File: src/rtl/sequence_gen_pkg.sv
// Shared state encoding for the serial pattern generator and the benches that
// drive or observe it.
package sequence_gen_pkg;

  typedef enum logic [2:0] {
    ST_IDLE  = 3'd0,
    ST_SHIFT = 3'd1,
    ST_GAP   = 3'd2,
    ST_DONE  = 3'd3
  } state_t;

  localparam int REPS_W = 3;
  localparam int GAP_W  = 3;

endpackage

File: src/rtl/seq_shift_reg.sv
// Pattern shift register with a captured copy for reloading between repetitions.
// msb_next is the bit that will sit at the MSB after the coming edge.
module seq_shift_reg #(
  parameter int WIDTH = 8
) (
  input  logic             clk,
  input  logic             rst_n,
  input  logic             load,
  input  logic             reload,
  input  logic             shift,
  input  logic [WIDTH-1:0] pattern,
  output logic             msb_next
);

  logic [WIDTH-1:0] sr;
  logic [WIDTH-1:0] cap;

  always_ff @(posedge clk or negedge rst_n) begin
    if (!rst_n) begin
      sr  <= '0;
      cap <= '0;
    end else if (load) begin
      sr  <= pattern;
      cap <= pattern;
    end else if (reload) begin
      sr <= cap;
    end else if (shift) begin
      sr <= {sr[WIDTH-2:0], 1'b0};
    end
  end

  always_comb begin
    msb_next = sr[WIDTH-1];
    if (load)        msb_next = pattern[WIDTH-1];
    else if (reload) msb_next = cap[WIDTH-1];
    else if (shift)  msb_next = sr[WIDTH-2];
  end

endmodule

File: src/rtl/sequence_gen.sv
// Serial pattern generator: sends PATTERN MSB first REPS+1 times with idle gaps,
// then pulses DONE. All outputs come straight from flops.
//
// state    | meaning
// IDLE     | waiting for START
// SHIFT    | emitting one pattern bit per cycle
// GAP      | idle cycles between repetitions
// DONE     | one-cycle completion pulse
module sequence_gen
  import sequence_gen_pkg::*;
#(
  parameter int WIDTH      = 8,
  parameter int GAP_CYCLES = 2
) (
  input  logic             CLK,
  input  logic             RESET_N,
  input  logic             START,
  input  logic [WIDTH-1:0] PATTERN,
  input  logic [2:0]       REPS,
  output logic             X,
  output logic             X_VALID,
  output logic             BUSY,
  output logic             DONE,
  output logic [2:0]       S
);

  localparam int BW = $clog2(WIDTH + 1);

  state_t          state;
  logic [BW-1:0]   bit_cnt;
  logic [2:0]      rep_cnt;
  logic [2:0]      gap_cnt;
  logic            load;
  logic            last;
  logic            shift;
  logic            reload;
  logic            msb_next;

  assign load   = (state == ST_IDLE) && START;
  assign last   = (state == ST_SHIFT) && (bit_cnt == BW'(WIDTH - 1));
  assign shift  = (state == ST_SHIFT) && !last;
  assign reload = last && (rep_cnt != '0);
  assign S      = state;

  seq_shift_reg #(.WIDTH(WIDTH)) u_shift_reg (
    .clk      (CLK),
    .rst_n    (RESET_N),
    .load     (load),
    .reload   (reload),
    .shift    (shift),
    .pattern  (PATTERN),
    .msb_next (msb_next)
  );

  always_ff @(posedge CLK or negedge RESET_N) begin
    if (!RESET_N) begin
      state   <= ST_IDLE;
      bit_cnt <= '0;
      rep_cnt <= '0;
      gap_cnt <= '0;
      X       <= 1'b0;
      X_VALID <= 1'b0;
      BUSY    <= 1'b0;
      DONE    <= 1'b0;
    end else begin
      X       <= 1'b0;
      X_VALID <= 1'b0;
      DONE    <= 1'b0;
      case (state)
        ST_IDLE: begin
          if (START) begin
            state   <= ST_SHIFT;
            rep_cnt <= REPS;
            bit_cnt <= '0;
            X       <= msb_next;
            X_VALID <= 1'b1;
            BUSY    <= 1'b1;
          end
        end
        ST_SHIFT: begin
          if (!last) begin
            bit_cnt <= bit_cnt + 1'b1;
            X       <= msb_next;
            X_VALID <= 1'b1;
          end else if (rep_cnt == '0) begin
            state <= ST_DONE;
            DONE  <= 1'b1;
          end else begin
            rep_cnt <= rep_cnt - 1'b1;
            bit_cnt <= '0;
            // With no gap the reloaded MSB goes out on the very next cycle.
            if (GAP_CYCLES == 0) begin
              X       <= msb_next;
              X_VALID <= 1'b1;
            end else begin
              state   <= ST_GAP;
              gap_cnt <= 3'(GAP_CYCLES - 1);
            end
          end
        end
        ST_GAP: begin
          if (gap_cnt == '0) begin
            state   <= ST_SHIFT;
            X       <= msb_next;
            X_VALID <= 1'b1;
          end else begin
            gap_cnt <= gap_cnt - 1'b1;
          end
        end
        ST_DONE: begin
          state <= ST_IDLE;
          BUSY  <= 1'b0;
        end
        default: begin
          state   <= ST_IDLE;
          BUSY    <= 1'b0;
          bit_cnt <= '0;
          rep_cnt <= '0;
          gap_cnt <= '0;
        end
      endcase
    end
  end

endmodule
File: config.mk
export PLATFORM = sky130hd
export DESIGN_NAME = sequence_gen
export DESIGN_NICKNAME = d
export VERILOG_FILES = /design/src/rtl/sequence_gen_pkg.sv /design/src/rtl/seq_shift_reg.sv /design/src/rtl/sequence_gen.sv
export SDC_FILE = /design/constraint.sdc
export NUM_CORES = 1
export LEC_CHECK = 0
export CAP_MARGIN = 0
export CORE_MARGIN = 2
export CORE_UTILIZATION = 54
export DETAILED_ROUTE_END_ITERATION = 8
export PLACE_DENSITY_LB_ADDON = 0.15
export SYNTH_ARGS = -nofsm -noshare
export SYNTH_HDL_FRONTEND = slang
export SYNTH_SLANG_ARGS = --single-unit
File: constraint.sdc
create_clock -name CLK -period 1.9 [get_ports CLK]
set_input_delay 0.38 -clock CLK [delete_from_list [all_inputs] [get_ports CLK]]
set_output_delay 0.38 -clock CLK [all_outputs]
set_load 0.01 [all_outputs]
==> metrics list <==
* Number of buffers inserted for hold repair after clock tree synthesis: 0
- Number of storage elements in the synthesis netlist: 32
- For the worst setup path, the data required time is 2110 ps.
- The repair_antennas step left the layout with diodes totalling 0.
* Top sig layer: met4
* Yosys synthesis warning count: 0
- Final worst-path cycle share: 94.38%
* Vias in the first global route: 1,268
* Share of flip-flops with an asynchronous set or reset after synthesis: 100.0%
* Vert. Die Dim: 59.45 um
* Flop pwr share: 39.0%
- The internal portion of the total power is 1.805 mW.
* Switching Fraction: 37.84%
- Of all nets on the critical path, the largest fanout is 8.
- Post-layout net count: 213
* Classification of the worst setup path: reg -> reg
- The max-slew violation total from the final report was 0.
* PwrDens: 1424 nW/um2
- Design Area, Final: 2038 um2
- Num Clock Sinks: 32
- After detailed routing, the met2 layer carries 1.715 mm of wire.
- 1st-pass router iterations: 4
* Worst setup slack before clock tree synthesis: -34.73 ps
* Outcome: complete, no violations
- At the later pin of the worst-skew pair, clock insertion delay measures 340 ps.
- In the routed layout, each cell is associated on average with a via count of 5.865.
- Post-DR wirelength/cell: 15.47 um
- Clock tree synthesis inserted a total of 5 buffers.
- Crit path arrival time: 2000 ps
- The clock network is responsible for 14.1% of the overall power.
* Synth-to-layout area growth: 22.76%
* Core Util, Final: 68.45%
- Of the post-synthesis cell area, the dominant cell type holds 48.23%.
* Area post-placement: 1943 um2
* Setup WS post-layout: 106.8 ps
* R2R Path End: rep_cnt[2]
* Number of distinct library cell variants in the gate-level netlist after synthesis: 40
- The path class of the tightest hold or removal check is in -> async.
- For this design the static power due to leakage is 0.9816 nW.
- The detailed router put a total of 1.545 mm of wire on met1.
- Among all flip-flop cells after synthesis, the most frequent one is sky130_fd_sc_hd__dfrtp_1.
- Library cell with the largest summed area after synthesis: sky130_fd_sc_hd__dfrtp_1
- Count of flip-flops with a built-in enable after synthesis: 0
- Routability-driven placement finished with a final weighted congestion of 0.8184.
- Placed cell count: 214
* All-Layer GR Usage: 23.20%
* RSZ-0062 raised after global routing: no
- In this run, the combinational gates consume 46.9% of the power.
- The initialized floorplan defines 20 standard-cell rows.
* Post-Syn Area: 1660 um2
- The routed design uses 141 um of met3 wire.
* Peak supply drop: 0.7221 mV
- The number of antenna violations at the first check in global routing is 0.
* Net switching power figure: 1.098 mW
- Setup violations remaining at the end of the flow were counted as 0.
* Deepest level of the CTS H-tree: 2
* Number of primary I/O pins: 21
* TritonCTS clock tree: yes
- Dominant cells by area after synthesis: sky130_fd_sc_hd__dfrtp_1 (48%), sky130_fd_sc_hd__ha_1 (7.5%), sky130_fd_sc_hd__mux2_1 (6.8%)
- Cell chosen for the clock root: sky130_fd_sc_hd__clkbuf_4
- The total area inside the core boundary comes to 2978 um2.
* Most frequently used cell type in the post-synthesis netlist: sky130_fd_sc_hd__dfrtp_1
* Final instance count without filler cells: 223
* Flop-to-flop setup slack: 110 ps
- For this block, the initial DRC count from the detailed router was 37.
- The worst path in the final design needs a cycle of 1793 ps, including I/O delays and setup.
- Measured in cells, the most critical reg-to-reg path has a length of 6.
* Die outline area: 3534 um2
- Detail Placement HPWL: 2.525 mm
- Global-route wire length before repair: 5.975 mm
- After detailed routing, the number of remaining DRC violations is 0.
- After clock tree synthesis, the clock-pin slew on the worst setup and hold paths is 110 ps.
* Fraction of final layout cells sized beyond drive strength 1: 17.37%
* Final Hold Vio Count: 0
- Count of buffers from port buffering: 19
- Entering global routing, the biggest net connects 33 pins.
- Via count of the routed design: 1,308
- On the final layout, the worst hold slack is 426.3 ps.
- After technology mapping, the gate count stands at 155.
- After synthesis, the mean cell area works out to 10.71 um2.
- No sink is reached through more buffers than the 2 on the longest clock path.
- Post-Route WL: 3.449 mm
* Overall power: 2.903 mW
* Most numerous cell types in the synthesized netlist: sky130_fd_sc_hd__dfrtp_1 (32), sky130_fd_sc_hd__nand2_1 (16), sky130_fd_sc_hd__ha_1 (10), sky130_fd_sc_hd__mux2_1 (10)
- The startpoint identified for the worst register-to-register timing path is S[0].
* Type of element launching the critical path: flip-flop
- Die Wd: 59.45 um
- Net count of the mapped netlist: 179
* Remaining global-route overflow: 0
- Total negative setup slack: 0 ps
- Of the synthesized area, sequential elements account for 48.23%.
- The count of nets left with antenna violations once routing finished came out at 0.
- Sort of element at the end of the critical path: flip-flop
- Max-cap violations: 0
* Clock Skews: 13.32 ps
- Timing would allow up to 0.5577 GHz.
- Initial Util: 55.76%
==> how the worst max path moves through the flow <==
| stage | start | end | slack [ps] | depth (start not counted) |
|---|---|---|---|---|
| floorplan | S[0] | u_shift_reg.sr[1] | 150 | 6 |
| global placement | START | rep_cnt[1] | 60 | 5 |
| detailed placement | START | rep_cnt[2] | -30 | 5 |
| CTS | rep_cnt[0] | u_shift_reg.sr[1] | 5 | 6 |
| global route | S[0] | rep_cnt[2] | 20 | 6 |
| finish | S[0] | rep_cnt[2] | 110 | 6 |
==> layout by cell type (no fill, tap or decap), drive strengths merged, types with 3 or more instances in the layout <==
cell and count:
mux2 10, inv 9, nor2 7, buf 13, a31oi 4, a21oi 9, ha 10, clkdlybuf4s50 19
nand2 17, mux2i 7, o22ai 6, nand3 3, clkbuf 6, dfrtp 32, o21ai 9
==> worst max-delay path: stages (launching register included) <==
cell                       delay, ps
sky130_fd_sc_hd__dfrtp_2         460
sky130_fd_sc_hd__inv_1           100
sky130_fd_sc_hd__ha_2            280
sky130_fd_sc_hd__nand2b_1        130
sky130_fd_sc_hd__nand2_1         120
sky130_fd_sc_hd__and2b_2         270
sky130_fd_sc_hd__mux2_1          330
==> cell type report <==
| cell class | instances | area, um2 |
|---|---|---|
| Timing Repair Buffer | 32 | 287.8 |
| Sequential cell | 32 | 803.3 |
| Fill cell | 243 | 939.7 |
| Clock inverter | 2 | 10.01 |
| Inverter | 9 | 33.78 |
| Tap cell | 33 | 41.29 |
| Clock buffer | 6 | 51.30 |
| Multi-Input combinational cell | 109 | 810.8 |
==> layer usage <==
| metal | GRT usage [%] | vias up |
|---|---|---|
| li1 | - | 626 |
| met5 | 0 | - |
| met1 | 30.52 | 649 |
| met4 | 7.792 | 0 |
| met3 | 7.205 | 7 |
| met2 | 36.26 | 26 |
==> cell families after synthesis <==
group / after synthesis / synth area share (%)
DFF: 32 / 48.23
muxes: 17 / 11.00
other: 1 / 0.2259
and+or+nand+nor: 40 / 12.36
buffers and inverters: 14 / 4.370
AOI/OAI and AO/OA: 41 / 16.28
adders and majority gates: 10 / 7.536
==> sequential cells by signal, indices dropped and copies added (netlist names) <==
signal	cells
X_VALID	1
rep_cnt	3
gap_cnt	3
DONE	1
u_shift_reg.cap	8
S	2
u_shift_reg.sr	8
BUSY	1
bit_cnt	4
X	1
==> what timing repair did <==
item / 4_1_cts / 5_1_grt
gates cloned: 0 / 0
endpoints found under the hold margin: 0 / 0
pin swaps: 0 / 1
endpoints found under the setup margin: 1 / 11
setup buffers: 0 / 1
gates resized for setup: 1 / 8
==> power by group through the flow <==
| stage | Combinational [mW] | Clock, mW | Sequential [mW] |
|---|---|---|---|
| after floorplan | 0.846 | 0 | 1.12 |
| after global placement | 1.25 | 0 | 1.12 |
| after detailed placement | 1.31 | 0 | 1.14 |
| after CTS | 1.33 | 0.419 | 1.13 |
| after global routing | 1.54 | 0.444 | 1.17 |
| final | 1.36 | 0.409 | 1.13 |
No activity file was read; power rests on OpenSTA's default activity.
